--- src/rtl/mem_pkg.sv ---
// Shared funct3 encodings, byte-enable constants and FSM states for the
// handshaked memory stage.
package mem_pkg;

    localparam logic [2:0] LdB  = 3'b000;
    localparam logic [2:0] LdH  = 3'b001;
    localparam logic [2:0] LdW  = 3'b010;
    localparam logic [2:0] LdBu = 3'b100;
    localparam logic [2:0] LdHu = 3'b101;

    localparam logic [2:0] StB  = 3'b000;
    localparam logic [2:0] StH  = 3'b001;
    localparam logic [2:0] StW  = 3'b010;

    localparam logic [3:0] BeByte = 4'b0001;
    localparam logic [3:0] BeHalf = 4'b0011;
    localparam logic [3:0] BeWord = 4'b1111;

    typedef enum logic {IDLE, WAIT} memState_t;

endpackage

--- src/rtl/mem_stage_hs_if.sv ---
// Data-memory req/ack bus between the memory stage (master) and the memory (slave).
interface mem_stage_hs_if #(
    parameter int unsigned XLEN = 32
);
    logic            req;
    logic            we;
    logic [XLEN-1:0] addr;
    logic [XLEN-1:0] wdata;
    logic [3:0]      be;
    logic            ack;
    logic [XLEN-1:0] rdata;

    modport master (output req, we, addr, wdata, be, input ack, rdata);
    modport slave  (input req, we, addr, wdata, be, output ack, rdata);
endinterface

--- src/rtl/mem_lane_align.sv ---
// Combinational byte-lane steering: store replication/enables, load extraction and
// sign/zero extension, and misalignment detection for the selected access size.
module mem_lane_align
    import mem_pkg::*;
(
    input  logic        isStore,
    input  logic [1:0]  off,
    input  logic [2:0]  load_type,
    input  logic [2:0]  store_type,
    input  logic [31:0] wd,
    input  logic [31:0] rdata,
    output logic [31:0] wdata,
    output logic [3:0]  be,
    output logic [31:0] load_ext,
    output logic        misalign
);

    logic [31:0] rShift;
    logic [7:0]  rByte;
    logic [15:0] rHalf;

    assign rShift = rdata >> {off, 3'b000};
    assign rByte  = rShift[7:0];
    assign rHalf  = off[1] ? rdata[31:16] : rdata[15:0];

    always_comb begin
        wdata    = wd;
        be       = BeWord;
        load_ext = rdata;
        misalign = 1'b0;
        if (isStore) begin
            case (store_type)
                StB: begin
                    wdata = {4{wd[7:0]}};
                    be    = BeByte << off;
                end
                StH: begin
                    wdata    = {2{wd[15:0]}};
                    be       = BeHalf << off;
                    misalign = off[0];
                end
                StW:     misalign = |off;
                default: ;
            endcase
        end else begin
            case (load_type)
                LdB:  load_ext = {{24{rByte[7]}}, rByte};
                LdBu: load_ext = {24'b0, rByte};
                LdH: begin
                    load_ext = {{16{rHalf[15]}}, rHalf};
                    misalign = off[0];
                end
                LdHu: begin
                    load_ext = {16'b0, rHalf};
                    misalign = off[0];
                end
                LdW:     misalign = |off;
                default: ;
            endcase
        end
    end

endmodule

--- src/rtl/mem_stage_hs.sv ---
// RV32IM memory stage driving a variable-latency req/ack data memory, stalling
// upstream while busy and registering results into the MEM/WB pipeline register.
module mem_stage_hs
    import mem_pkg::*;
#(
    parameter int unsigned XLEN    = 32,
    parameter int unsigned RA_W    = 5,
    parameter int unsigned TIMEOUT = 15
) (
    input  logic                clk,
    input  logic                rst,
    input  logic                valid_m,
    input  logic                reg_write_m,
    input  logic                mem_read_m,
    input  logic                mem_write_m,
    input  logic [1:0]          result_src_m,
    input  logic [RA_W-1:0]     rd_m,
    input  logic [XLEN-1:0]     pc_plus4_m,
    input  logic [XLEN-1:0]     alu_result_m,
    input  logic [XLEN-1:0]     write_data_m,
    input  logic [2:0]          load_type_m,
    input  logic [2:0]          store_type_m,
    output logic                stall_m,
    mem_stage_hs_if.master      dmem,
    output logic                valid_w,
    output logic                reg_write_w,
    output logic [1:0]          result_src_w,
    output logic [RA_W-1:0]     rd_w,
    output logic [XLEN-1:0]     pc_plus4_w,
    output logic [XLEN-1:0]     alu_result_w,
    output logic [XLEN-1:0]     read_data_w,
    output logic                misalign_w,
    output logic                fault_w
);

    localparam int unsigned CntW = $clog2(TIMEOUT + 1);

    if (XLEN != 32) begin : gXlenCheck
        $error("mem_stage_hs: XLEN must be 32");
    end
    if (TIMEOUT < 1) begin : gTimeoutCheck
        $error("mem_stage_hs: TIMEOUT must be at least 1");
    end

    memState_t     state;
    logic [CntW-1:0] cnt;
    logic          memOp, laneMisalign, misaligned, accessOp;
    logic          complete, timeoutHit;
    logic [31:0]   alignWdata, loadExt;
    logic [3:0]    alignBe;

    mem_lane_align uAlign (
        .isStore    (mem_write_m),
        .off        (alu_result_m[1:0]),
        .load_type  (load_type_m),
        .store_type (store_type_m),
        .wd         (write_data_m),
        .rdata      (dmem.rdata),
        .wdata      (alignWdata),
        .be         (alignBe),
        .load_ext   (loadExt),
        .misalign   (laneMisalign)
    );

    assign memOp      = valid_m & (mem_read_m | mem_write_m);
    assign misaligned = memOp & laneMisalign;
    assign accessOp   = memOp & ~laneMisalign;

    assign dmem.req   = ~rst & (((state == IDLE) & accessOp) | (state == WAIT));
    assign dmem.we    = accessOp & mem_write_m;
    assign dmem.addr  = {alu_result_m[XLEN-1:2], 2'b00};
    assign dmem.wdata = alignWdata;
    assign dmem.be    = alignBe;

    assign complete   = dmem.req & dmem.ack;
    assign timeoutHit = (state == WAIT) & (cnt == CntW'(TIMEOUT)) & ~dmem.ack;
    // The abort cycle releases the stall so the faulting instruction retires.
    assign stall_m    = dmem.req & ~dmem.ack & ~timeoutHit;

    always_ff @(posedge clk) begin
        if (rst) begin
            state <= IDLE;
            cnt   <= '0;
        end else begin
            unique case (state)
                IDLE: begin
                    if (accessOp && !dmem.ack) begin
                        state <= WAIT;
                        cnt   <= CntW'(1);
                    end
                end
                WAIT: begin
                    if (dmem.ack || cnt == CntW'(TIMEOUT)) begin
                        state <= IDLE;
                        cnt   <= '0;
                    end else if (cnt != '1) begin
                        cnt <= cnt + 1'b1;
                    end
                end
            endcase
        end
    end

    always_ff @(posedge clk) begin
        if (rst || stall_m || !valid_m) begin
            valid_w      <= 1'b0;
            reg_write_w  <= 1'b0;
            result_src_w <= '0;
            rd_w         <= '0;
            pc_plus4_w   <= '0;
            alu_result_w <= '0;
            read_data_w  <= '0;
            misalign_w   <= 1'b0;
            fault_w      <= 1'b0;
        end else begin
            valid_w      <= 1'b1;
            reg_write_w  <= reg_write_m & ~misaligned & ~timeoutHit;
            result_src_w <= result_src_m;
            rd_w         <= rd_m;
            pc_plus4_w   <= pc_plus4_m;
            alu_result_w <= alu_result_m;
            read_data_w  <= (complete && mem_read_m) ? loadExt : '0;
            misalign_w   <= misaligned;
            fault_w      <= timeoutHit;
        end
    end

endmodule

--- src/flat_wrapper.sv ---
// flat-port wrapper written by rule: the top's interface ports become plain ports
module mem_stage_hs_flat import mem_pkg::*;
#(
    parameter int unsigned XLEN    = 32,
    parameter int unsigned RA_W    = 5,
    parameter int unsigned TIMEOUT = 15
)
  (clk, rst, valid_m, reg_write_m, mem_read_m, mem_write_m, result_src_m, rd_m, pc_plus4_m, alu_result_m, write_data_m, load_type_m, store_type_m, stall_m, valid_w, reg_write_w, result_src_w, rd_w, pc_plus4_w, alu_result_w, read_data_w, misalign_w, fault_w, dmem_req, dmem_we, dmem_addr, dmem_wdata, dmem_be, dmem_ack, dmem_rdata);
  mem_stage_hs_if #(.XLEN(XLEN)) dmem_i ();
  input  logic clk;
  input  logic rst;
  input  logic valid_m;
  input  logic reg_write_m;
  input  logic mem_read_m;
  input  logic mem_write_m;
  input  logic [1:0] result_src_m;
  input  logic [RA_W-1:0] rd_m;
  input  logic [XLEN-1:0] pc_plus4_m;
  input  logic [XLEN-1:0] alu_result_m;
  input  logic [XLEN-1:0] write_data_m;
  input  logic [2:0] load_type_m;
  input  logic [2:0] store_type_m;
  output logic stall_m;
  output logic valid_w;
  output logic reg_write_w;
  output logic [1:0] result_src_w;
  output logic [RA_W-1:0] rd_w;
  output logic [XLEN-1:0] pc_plus4_w;
  output logic [XLEN-1:0] alu_result_w;
  output logic [XLEN-1:0] read_data_w;
  output logic misalign_w;
  output logic fault_w;
  output wire logic [$bits(dmem_i.req)-1:0] dmem_req;
  output wire logic [$bits(dmem_i.we)-1:0] dmem_we;
  output wire logic [$bits(dmem_i.addr)-1:0] dmem_addr;
  output wire logic [$bits(dmem_i.wdata)-1:0] dmem_wdata;
  output wire logic [$bits(dmem_i.be)-1:0] dmem_be;
  input wire logic [$bits(dmem_i.ack)-1:0] dmem_ack;
  input wire logic [$bits(dmem_i.rdata)-1:0] dmem_rdata;
  assign dmem_req = dmem_i.req;
  assign dmem_we = dmem_i.we;
  assign dmem_addr = dmem_i.addr;
  assign dmem_wdata = dmem_i.wdata;
  assign dmem_be = dmem_i.be;
  assign dmem_i.ack = dmem_ack;
  assign dmem_i.rdata = dmem_rdata;
  mem_stage_hs #(.XLEN(XLEN), .RA_W(RA_W), .TIMEOUT(TIMEOUT)) u_core (.clk(clk), .rst(rst), .valid_m(valid_m), .reg_write_m(reg_write_m), .mem_read_m(mem_read_m), .mem_write_m(mem_write_m), .result_src_m(result_src_m), .rd_m(rd_m), .pc_plus4_m(pc_plus4_m), .alu_result_m(alu_result_m), .write_data_m(write_data_m), .load_type_m(load_type_m), .store_type_m(store_type_m), .stall_m(stall_m), .dmem(dmem_i), .valid_w(valid_w), .reg_write_w(reg_write_w), .result_src_w(result_src_w), .rd_w(rd_w), .pc_plus4_w(pc_plus4_w), .alu_result_w(alu_result_w), .read_data_w(read_data_w), .misalign_w(misalign_w), .fault_w(fault_w));
endmodule
--- config.mk ---
export PLATFORM = sky130hd
export DESIGN_NAME = mem_stage_hs_flat
export DESIGN_NICKNAME = d
export VERILOG_FILES = /design/src/rtl/mem_pkg.sv /design/src/rtl/mem_stage_hs_if.sv /design/src/rtl/mem_lane_align.sv /design/src/rtl/mem_stage_hs.sv /design/src/flat_wrapper.sv
export SDC_FILE = /design/constraint.sdc
export NUM_CORES = 1
export LEC_CHECK = 0
export CELL_PAD_IN_SITES_DETAIL_PLACEMENT = 1
export CELL_PAD_IN_SITES_GLOBAL_PLACEMENT = 2
export CORE_ASPECT_RATIO = 0.8
export CORE_MARGIN = 3
export CORE_UTILIZATION = 20
export DETAILED_ROUTE_END_ITERATION = 7
export PLACE_DENSITY_LB_ADDON = 0.1
export REMOVE_ABC_BUFFERS = 1
export SLEW_MARGIN = 20
export SYNTH_ARGS = -nofsm -noshare
export SYNTH_HDL_FRONTEND = slang
export SYNTH_SLANG_ARGS = --single-unit
--- constraint.sdc ---
create_clock -name clk -period 3.8 [get_ports clk]
set_input_delay 0.76 -clock clk [delete_from_list [all_inputs] [get_ports clk]]
set_output_delay 0.76 -clock clk [all_outputs]
set_load 0.02 [all_outputs]
==> impl_summary.md <==
Global route
The wire length of the first global-routing pass is 29200 um. The layer flagged by global routing as most heavily used is met2. Across every metal layer, demand over resource in global routing totals 15.3%. The remaining global-route overflow is 0. The met1 routing resource usage after global routing is 18.3%.

Entering global routing, the biggest net connects 38 pins. The met2 demand-to-capacity share in global routing is 25.3%. In the global route stage, met3 resource usage came out at 7.14%. The number of global-route vias before repair is 4687. The number of antenna violations at the first check in global routing is 3.

Synth
For this run, the leading register cell type out of synthesis is sky130_fd_sc_hd__dfxtp_1. The number of storage elements in the synthesis netlist is 112. The sequential element share of the synthesized area is 48.8%. After synthesis, the share of flip-flops with an asynchronous set or reset is 0%. The number of library cell types mapped by synthesis is 48.

The synthesized cell area is 0.00460 mm^2. Synthesis produced 474 cells. A synthesized cell averages 9.70 um^2. The Yosys step of the flow raised 0 warnings. Yosys mapped a number of flops with a built-in enable equal to 0.

Timing
The final worst hold slack is 514 ps. The number of pins with negative max-slew slack in the final report is 0. The top achievable clock speed is 0.280 GHz. The final critical-path share of the clock period is 93.8%. The final number of setup-violating endpoints is 0. Setup repair after global routing left no endpoint under its margin. The smallest clock period supported by the final layout is computed as 3570 ps. At the pin with the least slew margin, the transition time is 591 ps. The number of hold violations in the final report is 0. Between clock sinks in the finished design, the worst skew comes to 9.13 ps. Measured against its own limit, the worst slew margin works out to 60.6%. The sum of negative setup slack is 0 ps.

In the post-route analysis, the smallest setup slack over all paths is 234 ps.

Finish
After routing the design area is 0.00822 mm^2. The area added between synthesis and finish is 78.8%. The fraction of layout instances using a drive strength above 1 is 10.8%. The net count of the finished layout is 904. The number of diodes added for antenna fixing is 0. The number of cells in the finished layout apart from fillers is 1060.

Placement
The worst setup slack before clock tree synthesis is 177 ps. The number of placed instances, taps included, is 1044. Once placement finished, the instance area stood at 0.00792 mm^2. Detailed placement finished with a half-perimeter wire length of 15200 um. The count of buffers from port buffering is 323.

The weighted congestion at the end of routability-driven global placement is 0.763.

Detailed routing
The antenna violation net count after detailed routing is 0. Dividing the detail-routed via count by the number of cells gives 4.12. Dividing the detail-routed wire length by the instance count gives 18.3 um.

The first detailed-routing pass ran for 4 iterations. The detailed router's first-iteration violation count is 115. The routed wire length is 19400 um.

For this run, design rule violations remaining after detail routing come to 0. The total number of vias is 4368.

Setup path
Data on the critical path is required at its endpoint by 3040 ps. Traced cell by cell, the critical path runs through clkdlybuf4s50_1, inv_1, o41ai_1, buf_4, o21ai_2, a21oi_1, nor2_1, clkdlybuf4s50_1. The largest driver fanout on the critical path is 3. The cell that appears most often on the critical path is sky130_fd_sc_hd__clkdlybuf4s50_1. On the critical path the largest part of the delay comes from buffers and inverters. The critical-path cell with the highest stage delay is sky130_fd_sc_hd__clkdlybuf4s50_1. The data arrival at the endpoint of the critical path is 2810 ps. The worst setup path is launched from a primary input.

The type of the worst setup path is primary input to output port. STA classifies the critical path endpoint as an output port. The delay of the slowest critical-path stage is 540 ps. The count of buffering cells on the critical path with inverters included is 4.

Clock network
The clock transition at the registers of the reported paths is 80 ps. The H-tree generated during clock tree synthesis spans 3 levels. Once the clock tree was built, the setup fixing pass inserted 0 buffers. No sink is reached through more buffers than the 2 on the longest clock path.

The later pin in the worst-skew pair is clocked with a latency of 360 ps. The TritonCTS buffer count is 9. For this design, the CTS-stage hold fixing added 0 buffers. TritonCTS built the clock tree. The library cell used as clock root buffer is sky130_fd_sc_hd__clkbuf_16. Gates resized during post-CTS repair numbered 0. The clock net in this run drives a total of 112 sinks.

Pwr
The switching power as a share of total power is 28.5%. Summed over all nets, the switching power comes to 0.000807 W. For this design the static power due to leakage is 3.07 nW. The share of power burned in the clock network is 34.5%. The internal portion of the total power is 0.00202 W. In this run, flip-flops and latches consume 43.3% of the power. Per report_power, the combinational group accounts for 22.2% of the total. Across the VDD grid, the largest voltage drop is 177 uV.

For this design the ratio of total power to cell area is 344 mW/mm^2.

Die
The number of core rows is 48. The die boundary width is 176 um. 326 I/O pins were placed. After floorplanning, the core was sized to cover 0.0221 mm^2. The starting density of the core is 20.8%. The floorplan step defined a die boundary enclosing 0.0249 mm^2. The height of the die is 142 um.

Run
The max-capacitance violation count is 0.

Min path
The min-delay analysis places its worst path in the category flip-flop to flip-flop.

Status
The run finished with clean final reports.
-- per-layer routing --
metal | vias to the layer above | routed length [um]
met5 | - | 38
met4 | 6 | 212
met3 | 18 | 2060
met2 | 208 | 8920
met1 | 2027 | 8140
li1 | 2109 | -
-- synthesized netlist by cell type, types with 2 or more instances --
| library cell | instances | area, um^2 |
|---|---|---|
| sky130_fd_sc_hd__buf_6 | 2 | 22.5 |
| sky130_fd_sc_hd__a21oi_2 | 10 | 87.6 |
| sky130_fd_sc_hd__buf_2 | 14 | 70.1 |
| sky130_fd_sc_hd__and3_1 | 3 | 18.8 |
| sky130_fd_sc_hd__inv_1 | 3 | 11.3 |
| sky130_fd_sc_hd__clkbuf_1 | 11 | 41.3 |
| sky130_fd_sc_hd__nor4_1 | 8 | 50.1 |
| sky130_fd_sc_hd__and2_1 | 72 | 450 |
| sky130_fd_sc_hd__a21oi_1 | 27 | 135 |
| sky130_fd_sc_hd__o21ai_0 | 8 | 40.0 |
| sky130_fd_sc_hd__nand2_1 | 32 | 120 |
| sky130_fd_sc_hd__dfxtp_1 | 112 | 2240 |
| sky130_fd_sc_hd__nor3b_1 | 3 | 22.5 |
| sky130_fd_sc_hd__a211oi_1 | 15 | 113 |
| sky130_fd_sc_hd__buf_4 | 42 | 315 |
| sky130_fd_sc_hd__nand3b_1 | 2 | 15.0 |
| sky130_fd_sc_hd__mux2i_1 | 9 | 90.1 |
| sky130_fd_sc_hd__mux2_2 | 25 | 282 |
| sky130_fd_sc_hd__nor2b_1 | 4 | 25.0 |
| sky130_fd_sc_hd__nor2_1 | 38 | 143 |
| sky130_fd_sc_hd__nand2b_1 | 2 | 12.5 |
| sky130_fd_sc_hd__nor3_1 | 2 | 10.0 |
| sky130_fd_sc_hd__nor4_2 | 4 | 50.1 |
| sky130_fd_sc_hd__buf_1 | 2 | 7.51 |
-- layout by cell type, fill, tap and decap left out, types with 9 or more instances in the layout --
cell type and instances:
sky130_fd_sc_hd__mux2_2 25, sky130_fd_sc_hd__clkdlybuf4s50_1 323, sky130_fd_sc_hd__a21oi_2 10, sky130_fd_sc_hd__dfxtp_1 112, sky130_fd_sc_hd__a21oi_1 27, sky130_fd_sc_hd__mux2i_1 9
sky130_fd_sc_hd__nor2_1 38, sky130_fd_sc_hd__clkbuf_16 9, sky130_fd_sc_hd__and2_1 72, sky130_fd_sc_hd__nand2_1 32, sky130_fd_sc_hd__buf_4 15, sky130_fd_sc_hd__a211oi_1 15
-- flip-flops by register name, summed over array words and instances, names as in the netlist, 2 cells and up --
register and flops:
u_core.alu_result_w 32, u_core.pc_plus4_w 32, u_core.read_data_w 32, u_core.rd_w 5, u_core.cnt 4, u_core.result_src_w 2
-- path summary, 6_finish.rpt --
kind                       start                      end  slack (ps)  cells after the start
setup / recovery  load_type_m[1]                 dmem_req         230                      8
hold / removal     u_core.cnt[3]            u_core.cnt[3]         510                      1
setup reg to reg   u_core.cnt[0]  u_core.alu_result_w[14]        1740                      7
hold reg to reg    u_core.cnt[3]            u_core.cnt[3]         510                      1
-- through the flow --
step	utilization (%)	total power [W]
after floorplan	-	0.00145
after global placement	35.8	0.00188
after detailed placement	35.8	0.00189
after global routing	37.2	0.00297
final	37.2	0.00283
after CTS	37.2	0.00290
-- worst reg2reg max path: cells and delay by family, from the launching register on --
family | cells | cell delay, ps
AND/OR/NAND/NOR | 4 | 680
AO/OA/AOI/OAI | 1 | 460
buffers and inverters | 1 | 250
adder cells (fa/ha/maj) | 1 | 220
flip-flops | 1 | 390
-- logic make-up (layout without fill, tap and decap cells) --
group,after synthesis,after routing,share of synthesized area [%]
AOI/OAI and AO/OA,75,75,11.4
DFF,112,112,48.8
muxes,34,34,8.08
and+or+nand+nor,177,177,21.3
adders and majority gates,1,1,0.272
other,1,2,0.0816
buffers and inverters,74,359,10.2
-- area by class of cell --
type,count,area [um^2]
multi-input combinational,289,1910
inverter,3,11.3
tap,300,375
fill,2550,13900
timing repair buffer,340,3390
clock inverter,7,73.8
clock buffer,9,225
sequential,112,2240
-- power groups by stage --
stage | sequential [W] | clock, W | combinational, W
2_1_floorplan | 0.00130 | 0 | 0.000150
3_5_place_dp | 0.00125 | 0 | 0.000636
6_report | 0.00122 | 0.000977 | 0.000629
4_1_cts | 0.00122 | 0.00103 | 0.000641
5_1_grt | 0.00123 | 0.00107 | 0.000677
3_3_place_gp | 0.00125 | 0 | 0.000634
(Power assumes the default switching activity.)
